--- config.mk ---
export PLATFORM = sky130hd
export DESIGN_NAME = cwp_ctrl
export DESIGN_NICKNAME = d
export VERILOG_FILES = /design/src/rtl/sparc_win_pkg.sv /design/src/rtl/cwp_ctrl_wim_check.sv /design/src/rtl/cwp_ctrl.sv
export SDC_FILE = /design/constraint.sdc
export NUM_CORES = 1
export LEC_CHECK = 0
export BUFFER_PORTS_ARGS = -buffer_cell sky130_fd_sc_hd__buf_2
export CAP_MARGIN = 20
export CORE_AREA = 2 2 39 41
export CTS_BUF_LIST = sky130_fd_sc_hd__clkbuf_2 sky130_fd_sc_hd__clkbuf_4 sky130_fd_sc_hd__clkbuf_8
export CTS_CLUSTER_DIAMETER = 80
export DETAILED_ROUTE_END_ITERATION = 7
export DIE_AREA = 0 0 41 43
export GPL_ROUTABILITY_DRIVEN = 0
export PLACE_DENSITY = 0.78
export SLEW_MARGIN = 20
export SYNTH_ARGS = -nofsm -noshare
export SYNTH_HDL_FRONTEND = slang
export SYNTH_SLANG_ARGS = --single-unit
--- constraint.sdc ---
create_clock -name clk -period 2.7 [get_ports clk]
set_clock_uncertainty 0.05 [all_clocks]
set_input_delay 0 -clock clk [delete_from_list [all_inputs] [get_ports clk]]
set_output_delay 0 -clock clk [all_outputs]
set_load 0.005 [all_outputs]
--- src/rtl/sparc_win_pkg.sv ---
// Shared definitions for the SPARC register-window pointer control:
// window count, operation codes, trap causes and controller FSM states.
package sparc_win_pkg;

    localparam int unsigned NWIN = 4;

    typedef enum logic [2:0] {
        OP_SAVE       = 3'd0,
        OP_RESTORE    = 3'd1,
        OP_TRAP_ENTER = 3'd2,
        OP_RETT       = 3'd3,
        OP_WRCWP      = 3'd4,
        OP_WRWIM      = 3'd5
    } op_e;

    typedef enum logic [1:0] {
        TT_NONE = 2'b00,
        TT_OVF  = 2'b01,
        TT_UNF  = 2'b10
    } trap_e;

    typedef enum logic {
        ST_IDLE = 1'b0,
        ST_TRAP = 1'b1
    } state_e;

    localparam logic DIR_DOWN = 1'b0;
    localparam logic DIR_UP   = 1'b1;

endpackage

--- src/rtl/cwp_ctrl_wim_check.sv ---
// Combinational window-target computation: neighbour window in the requested
// direction (mod NWIN) and whether the window invalid mask marks it.
module wim_check
    import sparc_win_pkg::*;
#(
    parameter int unsigned NWIN = 4
) (
    input  logic [1:0]      cwp_i,
    input  logic [NWIN-1:0] wim_i,
    input  logic            dir_i,
    output logic [1:0]      target_o,
    output logic            invalid_o
);

    always_comb begin
        target_o  = (dir_i == DIR_UP) ? (cwp_i + 2'd1) : (cwp_i - 2'd1);
        invalid_o = wim_i[target_o];
    end

endmodule

--- src/rtl/cwp_ctrl.sv ---
// Current-window-pointer / WIM controller with one-cycle window trap state.
// Optional saturating trap counters are enabled with CWP_TRAP_CNT_EN.
module cwp_ctrl
    import sparc_win_pkg::*;
#(
    parameter int unsigned NWIN = 4
) (
    input  logic            clk,
    input  logic            rst_n,
    input  logic            op_valid,
    input  logic [2:0]      op,
    input  logic [3:0]      wdata,
    output logic            op_ready,
    output logic [1:0]      cwp,
    output logic [NWIN-1:0] wim,
    output logic            win_trap,
`ifdef CWP_TRAP_CNT_EN
    output logic [1:0]      trap_type,
    output logic [7:0]      ovf_cnt,
    output logic [7:0]      unf_cnt
`else
    output logic [1:0]      trap_type
`endif
);

    state_e          state_q, state_d;
    logic [1:0]      cwp_q, cwp_d;
    logic [NWIN-1:0] wim_q, wim_d;
    trap_e           cause_q, cause_d;

    logic            dir;
    logic [1:0]      tgt;
    logic            tgt_invalid;

    assign dir = ((op == OP_RESTORE) || (op == OP_RETT)) ? DIR_UP : DIR_DOWN;

    wim_check #(
        .NWIN (NWIN)
    ) u_wim_check (
        .cwp_i     (cwp_q),
        .wim_i     (wim_q),
        .dir_i     (dir),
        .target_o  (tgt),
        .invalid_o (tgt_invalid)
    );

    always_comb begin
        state_d = state_q;
        cwp_d   = cwp_q;
        wim_d   = wim_q;
        cause_d = cause_q;
        case (state_q)
            ST_TRAP: state_d = ST_IDLE;
            default: begin
                if (op_valid) begin
                    case (op)
                        OP_SAVE, OP_RESTORE, OP_RETT: begin
                            if (tgt_invalid) begin
                                state_d = ST_TRAP;
                                cause_d = (op == OP_SAVE) ? TT_OVF : TT_UNF;
                            end else begin
                                cwp_d = tgt;
                            end
                        end
                        OP_TRAP_ENTER: cwp_d = tgt;
                        OP_WRCWP:      cwp_d = wdata[1:0];
                        OP_WRWIM:      wim_d = wdata;
                        default: ;
                    endcase
                end
            end
        endcase
    end

    always_ff @(posedge clk or negedge rst_n) begin
        if (!rst_n) begin
            state_q <= ST_IDLE;
            cwp_q   <= '0;
            wim_q   <= '0;
            cause_q <= TT_NONE;
        end else begin
            state_q <= state_d;
            cwp_q   <= cwp_d;
            wim_q   <= wim_d;
            cause_q <= cause_d;
        end
    end

    assign op_ready  = (state_q == ST_IDLE);
    assign win_trap  = (state_q == ST_TRAP);
    assign trap_type = win_trap ? cause_q : TT_NONE;
    assign cwp       = cwp_q;
    assign wim       = wim_q;

`ifdef CWP_TRAP_CNT_EN
    logic       trap_enter;
    logic [7:0] ovf_cnt_q, unf_cnt_q;

    assign trap_enter = (state_q == ST_IDLE) && (state_d == ST_TRAP);

    always_ff @(posedge clk or negedge rst_n) begin
        if (!rst_n) begin
            ovf_cnt_q <= '0;
            unf_cnt_q <= '0;
        end else if (trap_enter) begin
            if ((cause_d == TT_OVF) && (ovf_cnt_q != '1)) ovf_cnt_q <= ovf_cnt_q + 8'd1;
            if ((cause_d == TT_UNF) && (unf_cnt_q != '1)) unf_cnt_q <= unf_cnt_q + 8'd1;
        end
    end

    assign ovf_cnt = ovf_cnt_q;
    assign unf_cnt = unf_cnt_q;
`endif

endmodule

==> results of run 1 <==
==> flip-flops by register name, summed over array words and instances (netlist names) <==
register  count
cwp           2
win_trap      1
wim           4
cause_q       2
==> cells in the final DEF (no fill, tap or decap), drive strengths merged <==
| cell | synthesis | routed |
|---|---|---|
| nor2b | 3 | 3 |
| or2 | 1 | 1 |
| mux2 | 8 | 8 |
| o21ai | 2 | 2 |
| clkbuf | 1 | 4 |
| or3 | 1 | 1 |
| xor2 | 1 | 1 |
| a21oi | 2 | 2 |
| inv | 1 | 1 |
| nor3 | 1 | 1 |
| nand2 | 3 | 3 |
| dfrtp | 9 | 9 |
| a211oi | 2 | 2 |
| nor3b | 2 | 2 |
| a221oi | 1 | 1 |
| buf | 0 | 19 |
| dlygate4sd3 | 0 | 6 |
| nor2 | 4 | 4 |
| nand2b | 2 | 2 |
| nand4 | 1 | 1 |
| and2 | 2 | 2 |
| and3 | 1 | 1 |
| nor4 | 1 | 1 |
| o21a | 1 | 1 |
| o211ai | 1 | 1 |
==> final timing paths <==
path / from / endpoint / slack (ns) / cells past startpoint
setup / recovery: cwp[1]$_DFFE_PN0P_ / cause_q[0]$_DFFE_PN0P_ / 1.01 / 4
hold / removal: rst_n / cwp[0]$_DFFE_PN0P_ / 0.07 / 2
setup reg to reg: cwp[1]$_DFFE_PN0P_ / cause_q[0]$_DFFE_PN0P_ / 1.01 / 4
hold reg to reg: wim[3]$_DFFE_PN0P_ / wim[3]$_DFFE_PN0P_ / 0.47 / 1
max in group asynchronous: rst_n / wim[0]$_DFFE_PN0P_ / 2.34 / 2
min in group clk: op_valid / win_trap$_DFF_PN0_ / 0.08 / 3
==> critical path, cell delays in order, from the launching register on <==
cell      delay, ns
dfrtp_1        0.50
nor3b_2        0.24
o21ai_2        0.11
a211oi_4       0.33
mux2_4         0.33
==> logic make-up after synthesis <==
logic type	synth area share, %
simple gates	24.3
mux	17.4
compound gates	15.2
flops	40.2
buf+inv	1.34
xor+xnor	1.56
==> power by group through the flow <==
stage                     registers, mW  clock network, mW  logic (mW)
after floorplan                   0.231                  0       0.173
after global placement            0.237                  0       0.242
after detailed placement          0.241                  0       0.249
after CTS                         0.238              0.120       0.257
after global routing              0.247              0.128       0.282
final                             0.238              0.117       0.254
==> metal layers <==
metal | vias up | GRT usage, % | part of all wire [%]
li1 | 237 | - | -
met1 | 244 | 21.9 | 45
met2 | 25 | 26.6 | 47
met3 | 4 | 4.71 | 5.7
met4 | 0 | 12.0 | 2.5
met5 | - | 0 | 0
==> cell type report <==
| class | instances | share of cell area (%) |
|---|---|---|
| flip-flops and latches | 9 | 29.6 |
| inverters | 1 | 0.493 |
| multi-input cells | 40 | 43.0 |
| repair buffers | 25 | 20.4 |
| clock buffers | 4 | 3.94 |
| well taps | 16 | 2.63 |
==> stage by stage <==
step | hold WS (ns) | total power [mW]
final | 0.0674 | 0.610
after global routing | 0.0790 | 0.657
after CTS | 0.0570 | 0.615
after detailed placement | -0.184 | 0.490
after global placement | -0.188 | 0.479
after floorplan | -0.346 | 0.404
==> metrics, run 1 <==
status=finished, final reports clean; peak supply drop=0.315 mV; Hold WC Path Type=input pin to async pin; worst-skew pair later-pin latency=0.26 ns; drt pass-1 iters=4; final hold violation count=0; Vias/cell=5.37; Leakage Power=0.342 nW; area growth from synthesis to layout=35.9%; P_int=0.389 mW; Synth Cell Area=561 µm²; number of synthesized register bits=9; Residual DRC=0; Synth Flop Type=dfrtp_1; H-tree Lvls=1; total core area=1380 µm²; Crit path arrival time=1.79 ns; IO Count=20; Final HPWL DP=907 µm; GRT Util Overall=18.0%; starting density of the core=40.5%; Critical Path Start Type=flip-flop; Slew Limit Fails=0; CTS tree=built; Yosys cell types=30; Sw Share=36.1%; Num CTS Buffers=3; Fin Setup TNS=0 ns; Avg Cell Area, Syn=11.0 µm²; drt initial violations=9; maximum clock path buffer count=2; final instance area=762 µm²; CP max FO=9; combinational share of power=41.7%; number of core rows=14; Crit Path Category=flip-flop to flip-flop; wire per inst=13.0 µm; area leader, netlist=dfrtp_1; Synthesis Warnings=0; Inst Count DP=85; Setup-failing EPs final=0; Post-Syn Instances=51; synth top area cells=dfrtp_1 40%, mux2_1 8.0%, mux2_4 5.4%; Vias=510; achievable clock frequency=0.592 GHz; area of the multi-input gates=328 µm²; Fill cells=126; Worst-Margin Slew=0.381 ns; vias in the first global route=461; Worst setup EP type=flip-flop; CTS sink cnt=9; largest net degree at the start of global routing=10; layout cells sized above 1=44.3%; clock power share=19.3%; crit share post-route=62.5%; Post-synth EDFFs=0; RSZ-0062 raised after global routing=no; Post-CTS Hold Fix Bufs=6; Die Y-Extent=43 µm; ys async rst share=100%; initial antenna violation count=0; root buf cell=clkbuf_4; fin util=55.1%; power density cells=800 nW/µm²; Final WS setup=1.01 ns; antenna cell count=0; register share of total power=39.1%; max-cap viol count=0; cells resized by post-CTS repair=0; first-pass GRT wire length=2050 µm; total die area=1760 µm²; Final Routed Wirelength=1230 µm; pre-CTS setup slack=1.01 ns; Die Span X=41 µm; post-synth top area share=40.2%; Syn Nets=61; top-count cell post-synth=dfrtp_1; Port Buffers=19; number of post-CTS setup repair buffers=0; global route overflow=0; most common library cells after synthesis=9 x dfrtp_1, 4 x mux2_1, 4 x nor2_1; CTS clk-pin slew, worst paths=0.06 ns; Final min period=1.69 ns; register area=225 µm²; ANT nets after route=0; Total Nets Final=90; Slew HR=74.5%; Critical Path RT=2.80 ns; placed inst area=672 µm²; Seq/Total Area, Yosys=40.2%; NetSw=0.220 mW; Layout Cells excl Fill=95
No activity file was read; power rests on OpenSTA's default activity.
==> run 2, diff against run 1 <==
ABC_AREA = 1   (was default)
clock period = 1.4 ns   (was 2.7 ns; I/O delays follow)
==> run 2 against run 1 <==
Effect of this change:
- first-iteration DRC count down 33%
- final area down 2.1%
- sequential share of layout area up 0.81 points
- hold slack worse by 0.0047 ns
- critical endpoint is now wim[2]$_DFFE_PN0P_
- maximum frequency up 26%
- global-route usage down 0.63 points
- sequential cell count unchanged
- critical path depth up 2
- sequential power up 88%
- highest routed layer unchanged
- total power up 92%
- combinational power up 95%
==> metrics, run 2 <==
Die Span X=41 µm; vias in the first global route=515; Vias=564; drt pass-1 iters=4; register share of total power=38.3%; Final Routed Wirelength=1250 µm; Synth Cell Area=526 µm²; Final min period=1.34 ns; antenna cell count=0; Synthesis Warnings=0; NetSw=0.459 mW; status=finished, final reports clean; area leader, netlist=dfrtp_1; max-cap viol count=0; wire per inst=10.6 µm; ys async rst share=100%; Post-Syn Instances=72; Crit path arrival time=1.45 ns; GRT Util Overall=17.4%; maximum clock path buffer count=2; Final HPWL DP=926 µm; worst-skew pair later-pin latency=0.27 ns; global route overflow=0; CTS clk-pin slew, worst paths=0.06 ns; Leakage Power=0.432 nW; R2R setup slack=0.06 ns; placed inst area=648 µm²; ANT nets after route=0; worst setup path endpoint=wim[2]$_DFFE_PN0P_; Hold WC Path Type=input pin to async pin; peak supply drop=0.956 mV; Avg Cell Area, Syn=7.30 µm²; Syn Nets=82; initial antenna violation count=0; synth top area cells=dfrtp_1 43%, nand2_1 17%, nand3_1 6.7%; Worst-Margin Slew=0.303 ns; total core area=1380 µm²; number of core rows=14; Worst setup EP type=flip-flop; combinational share of power=42.4%; CP max FO=4; crit share post-route=96.0%; first-pass GRT wire length=2080 µm; power density cells=1570 nW/µm²; root buf cell=clkbuf_4; Crit Path Category=flip-flop to flip-flop; Post-synth EDFFs=0; P_int=0.713 mW; RSZ-0062 raised after global routing=yes; Num CTS Buffers=3; number of synthesized register bits=9; layout cells sized above 1=37.3%; commonest non-fill, non-tap cell in the layout=nand2_1; area growth from synthesis to layout=41.9%; CTS tree=built; Port Buffers=19; Die Y-Extent=43 µm; Yosys cell types=13; most common library cells after synthesis=24 x nand2_1, 9 x dfrtp_1, 9 x inv_1; Sw Share=39.2%; worst reg2reg path endpoint=wim[2]$_DFFE_PN0P_; Seq/Total Area, Yosys=42.9%; CTS sink cnt=9; final instance area=746 µm²; Fill cells=142; drt initial violations=6; Residual DRC=0; final hold violation count=0; top-count cell post-synth=nand2_1; IO Count=20; clock power share=19.4%; largest net degree at the start of global routing=10; Hold Slack=0.0627 ns; Critical path origin=win_trap$_DFF_PN0_; Slew HR=79.8%; Critical Path Start Type=flip-flop; Reg-to-Reg Start=win_trap$_DFF_PN0_; achievable clock frequency=0.744 GHz; Synth Flop Type=dfrtp_1; Setup-failing EPs final=0; Total Nets Final=113; Vias/cell=4.78; Reg2Reg Depth=6; post-synth top area share=42.9%; max reg flops=4; total die area=1760 µm²; H-tree Lvls=1; Slew Limit Fails=0; Critical Path RT=1.51 ns; most frequent cells in the layout=24 x nand2_1, 19 x buf_2, 8 x inv_1, 8 x dfrtp_1, 6 x nand3_1; starting density of the core=38.0%
[run 2: cell types whose count changed in the layout (fill, tap and decap cells not counted), sizes merged, moves of 3 or more]
| cell | before | now |
|---|---|---|
| o21ai | 2 | 5 |
| nand3 | 0 | 8 |
| inv | 1 | 12 |
| nor2b | 3 | 0 |
| mux2 | 8 | 1 |
| nand2 | 3 | 28 |
[run 2: logic make-up (layout without fill, tap and decap cells)]
logic type | Yosys count | after routing | synth area share [%]
buffers and inverters | 12 | 42 | 8.57
AO/OA/AOI/OAI | 8 | 8 | 7.62
multiplexers | 1 | 1 | 2.86
flip-flops | 9 | 9 | 42.9
AND/OR/NAND/NOR | 42 | 42 | 38.1
[run 2: worst min path at each step]
| stage | cells past startpoint | startpoint | endpoint | slack, ns |
|---|---|---|---|---|
| final | 2 | rst_n | cause_q[1]$_DFFE_PN0P_ | 0.06 |
| after detailed placement | 1 | rst_n | cause_q[1]$_DFFE_PN0P_ | -0.19 |
| after global routing | 3 | op[1] | wim[2]$_DFFE_PN0P_ | 0.07 |
| after global placement | 1 | rst_n | win_trap$_DFF_PN0_ | -0.19 |
| after CTS | 3 | op[1] | wim[2]$_DFFE_PN0P_ | 0.06 |
| after floorplan | 0 | rst_n | cause_q[0]$_DFFE_PN0P_ | -0.35 |
[run 2: cell type report]
type                            instances  area (µm²)  area share, %
Inverter                               12        45.0           6.04
Timing Repair Buffer                   26         164           22.0
Multi-Input combinational cell         51         260           34.9
Tap cell                               16        20.0           2.68
Sequential cell                         9         226           30.4
Clock buffer                            4        30.0           4.03
[run 2: power groups by stage]
| stage | Sequential (mW) | Clock, mW | Combinational (mW) |
|---|---|---|---|
| final | 0.448 | 0.227 | 0.496 |
| after CTS | 0.444 | 0.230 | 0.466 |
| after global placement | 0.444 | 0 | 0.440 |
| after global routing | 0.462 | 0.244 | 0.575 |
| after floorplan | 0.440 | 0 | 0.297 |
| after detailed placement | 0.448 | 0 | 0.454 |
[run 2: stage by stage]
step                      util (%)  total power [mW]  worst slack (ns)  cells  TNS, ns
after global placement        46.8             0.883             0.119    108        0
after CTS                     52.6              1.14            0.0657    117        0
final                         53.9              1.17            0.0556    118        0
after global routing          53.9              1.28           -0.0290    118  -0.0926
after detailed placement      46.8             0.902            0.0717    108        0
after floorplan                  -             0.738            0.0290     72        0
[run 2: timing repair]
item	4_1_cts	5_1_grt
gates resized for setup	0	4
setup endpoints to repair	0	7
endpoints found under the hold margin	13	0
buffers inserted	0	1
hold buffers	5	0
[run 2: worst max-delay path, stage by stage, from the launching register on]
cell     delay, ns
dfrtp_1       0.41
inv_2         0.07
nand2_1       0.07
inv_2         0.08
nand2_1       0.08
nor3_4        0.16
mux2_4        0.31
[run 2: metal layers]
| layer | track usage [%] | vias to the layer above | part of all wire [%] |
|---|---|---|---|
| met1 | 22.4 | 250 | 44 |
| met3 | 3.14 | 3 | 4.7 |
| met4 | 8.00 | 0 | 2.3 |
| met5 | 0 | - | 0 |
| met2 | 26.9 | 20 | 49 |
| li1 | - | 291 | - |
==> run 3, diff against run 2 <==
SETUP_SLACK_MARGIN = 0.5   (was default)
==> run 3 against run 2 <==
Effect of this change:
- combinational power increased by 39%
- final cell count increased by 5.9%
- setup slack improved by 0.032 ns
- highest routed layer unchanged
==> metrics, run 3 (same netlist as run 2, synthesis figures left out) <==
status=finished, final reports clean; number of core rows=14; Vias/cell=4.66; Max stage delay on crit path=0.45 ns; Leakage Power=0.485 nW; WP buf/inv=2; maximum clock path buffer count=2; max reg flops=4; global route overflow=0; total die area=1760 µm²; antenna cell count=0; root buf cell=clkbuf_4; Final WS setup=0.0871 ns; Critical Path RT=1.55 ns; Crit Path Category=flip-flop to flip-flop; achievable clock frequency=0.762 GHz; pre-CTS setup slack=0.0796 ns; CP max-delay cell=dfrtp_2; RSZ-0062 raised after global routing=yes; Num CTS Buffers=3; drt pass-1 iters=4; wire per inst=10.9 µm; Hold Slack=0.0676 ns; Slew HR=81.7%; max-cap viol count=0; peak supply drop=0.857 mV; CP delay by family, top=flip-flops; layout cells sized above 1=53.2%; H-tree Lvls=1; CTS clk-pin slew, worst paths=0.07 ns; drt initial violations=6; Inst Count DP=108; Slew Limit Fails=0; Layout Cells excl Fill=125; Total Nets Final=120; total core area=1380 µm²; GRT Util Overall=16.5%; Crit path arrival time=1.46 ns; commonest non-fill, non-tap cell in the layout=buf_2; CTS tree=built; starting density of the core=38.0%; CTS sink cnt=9; CP dominant cell by count=nand3_2; Port Buffers=19; Fin Setup TNS=0 ns; CP max FO=5; vias in the first global route=505; final hold violation count=0; Fill cells=131; worst-skew pair later-pin latency=0.26 ns; Final Routed Wirelength=1360 µm; IO Count=20; most frequent cells in the layout=18 x buf_2, 17 x nand2_1, 9 x nand2_2; Worst setup EP type=flip-flop; fin util=61.8%; Die Span X=41 µm; Worst-Margin Slew=0.274 ns; Final HPWL DP=905 µm; crit share post-route=93.8%; crit path cell chain=inv_2, nand3_2, nand3_2, nand2_2, buf_4, a21oi_1, nand3_1, nand2_1; ANT nets after route=0; power density cells=1610 nW/µm²; Die Y-Extent=43 µm; Hold WC Path Type=input pin to async pin; area growth from synthesis to layout=62.9%; Final min period=1.31 ns; Critical Path Start Type=flip-flop; largest net degree at the start of global routing=10; Setup-failing EPs final=0; first-pass GRT wire length=1950 µm; Residual DRC=0; initial antenna violation count=0; Vias=583
-- run 3: cell types whose count changed in the layout (fill, tap and decap cells not counted), moves of 2 or more --
cell	previous run	this run
nand2_4	0	2
o21ai_0	5	3
nand2_2	4	9
nand3_2	2	5
buf_4	1	7
buf_6	1	3
nand2_1	24	17
nand3_1	6	3
-- run 3: what timing repair did --
action | in CTS | in global routing
hold endpoints to repair | 13 | 0
pin swaps | 1 | 4
setup buffers | 3 | 5
setup endpoints to repair | 13 | 15
hold buffers | 5 | 0
gates resized for setup | 1 | 20
-- run 3: per-layer routing --
layer,global-route usage [%],wire length (µm)
met5,0,0
met4,4.00,6
met3,6.28,58
met2,25.9,711
met1,20.5,587
-- run 3: where the power goes --
| part | switching (mW) | internal [mW] | total, mW |
|---|---|---|---|
| logic | 0.351 | 0.338 | 0.689 |
| registers | 0.0994 | 0.363 | 0.462 |
| clock network | 0.0984 | 0.130 | 0.228 |
| total | 0.549 | 0.830 | 1.38 |
-- run 3: worst register-to-register path, cell delays in order, from the launching register on --
cell	delay (ns)
dfrtp_2	0.45
inv_2	0.07
nand3_2	0.08
nand3_2	0.10
nand2_2	0.07
buf_4	0.13
a21oi_1	0.13
nand3_1	0.10
nand2_1	0.08
-- run 3: per-stage QoR --
step           power, mW  instance area [µm²]
2_1_floorplan      0.740                  531
3_3_place_gp       0.883                  653
3_5_place_dp       0.899                  653
4_1_cts             1.18                  761
5_1_grt             1.47                  856
6_report            1.38                  856
-- run 3: cell type report --
class	count	area [µm²]	share of cell area, %
Sequential cell	9	228	26.6
Timing Repair Buffer	33	226	26.5
Tap cell	16	20.0	2.34
Clock buffer	4	30.0	3.51
Multi-Input combinational cell	51	307	35.8
Inverter	12	45.0	5.26
-- run 3: path summary, 6_finish.rpt --
path,cells after the start,from,slack [ns],to
min,2,rst_n,0.07,cause_q[0]$_DFFE_PN0P_
max in group asynchronous,2,rst_n,1.03,cwp[0]$_DFFE_PN0P_
min reg2reg,2,cause_q[1]$_DFFE_PN0P_,0.43,cause_q[1]$_DFFE_PN0P_
max,8,cwp[1]$_DFFE_PN0P_,0.09,cwp[1]$_DFFE_PN0P_
min in group clk,3,op[1],0.07,wim[2]$_DFFE_PN0P_
max reg2reg,8,cwp[1]$_DFFE_PN0P_,0.09,cwp[1]$_DFFE_PN0P_
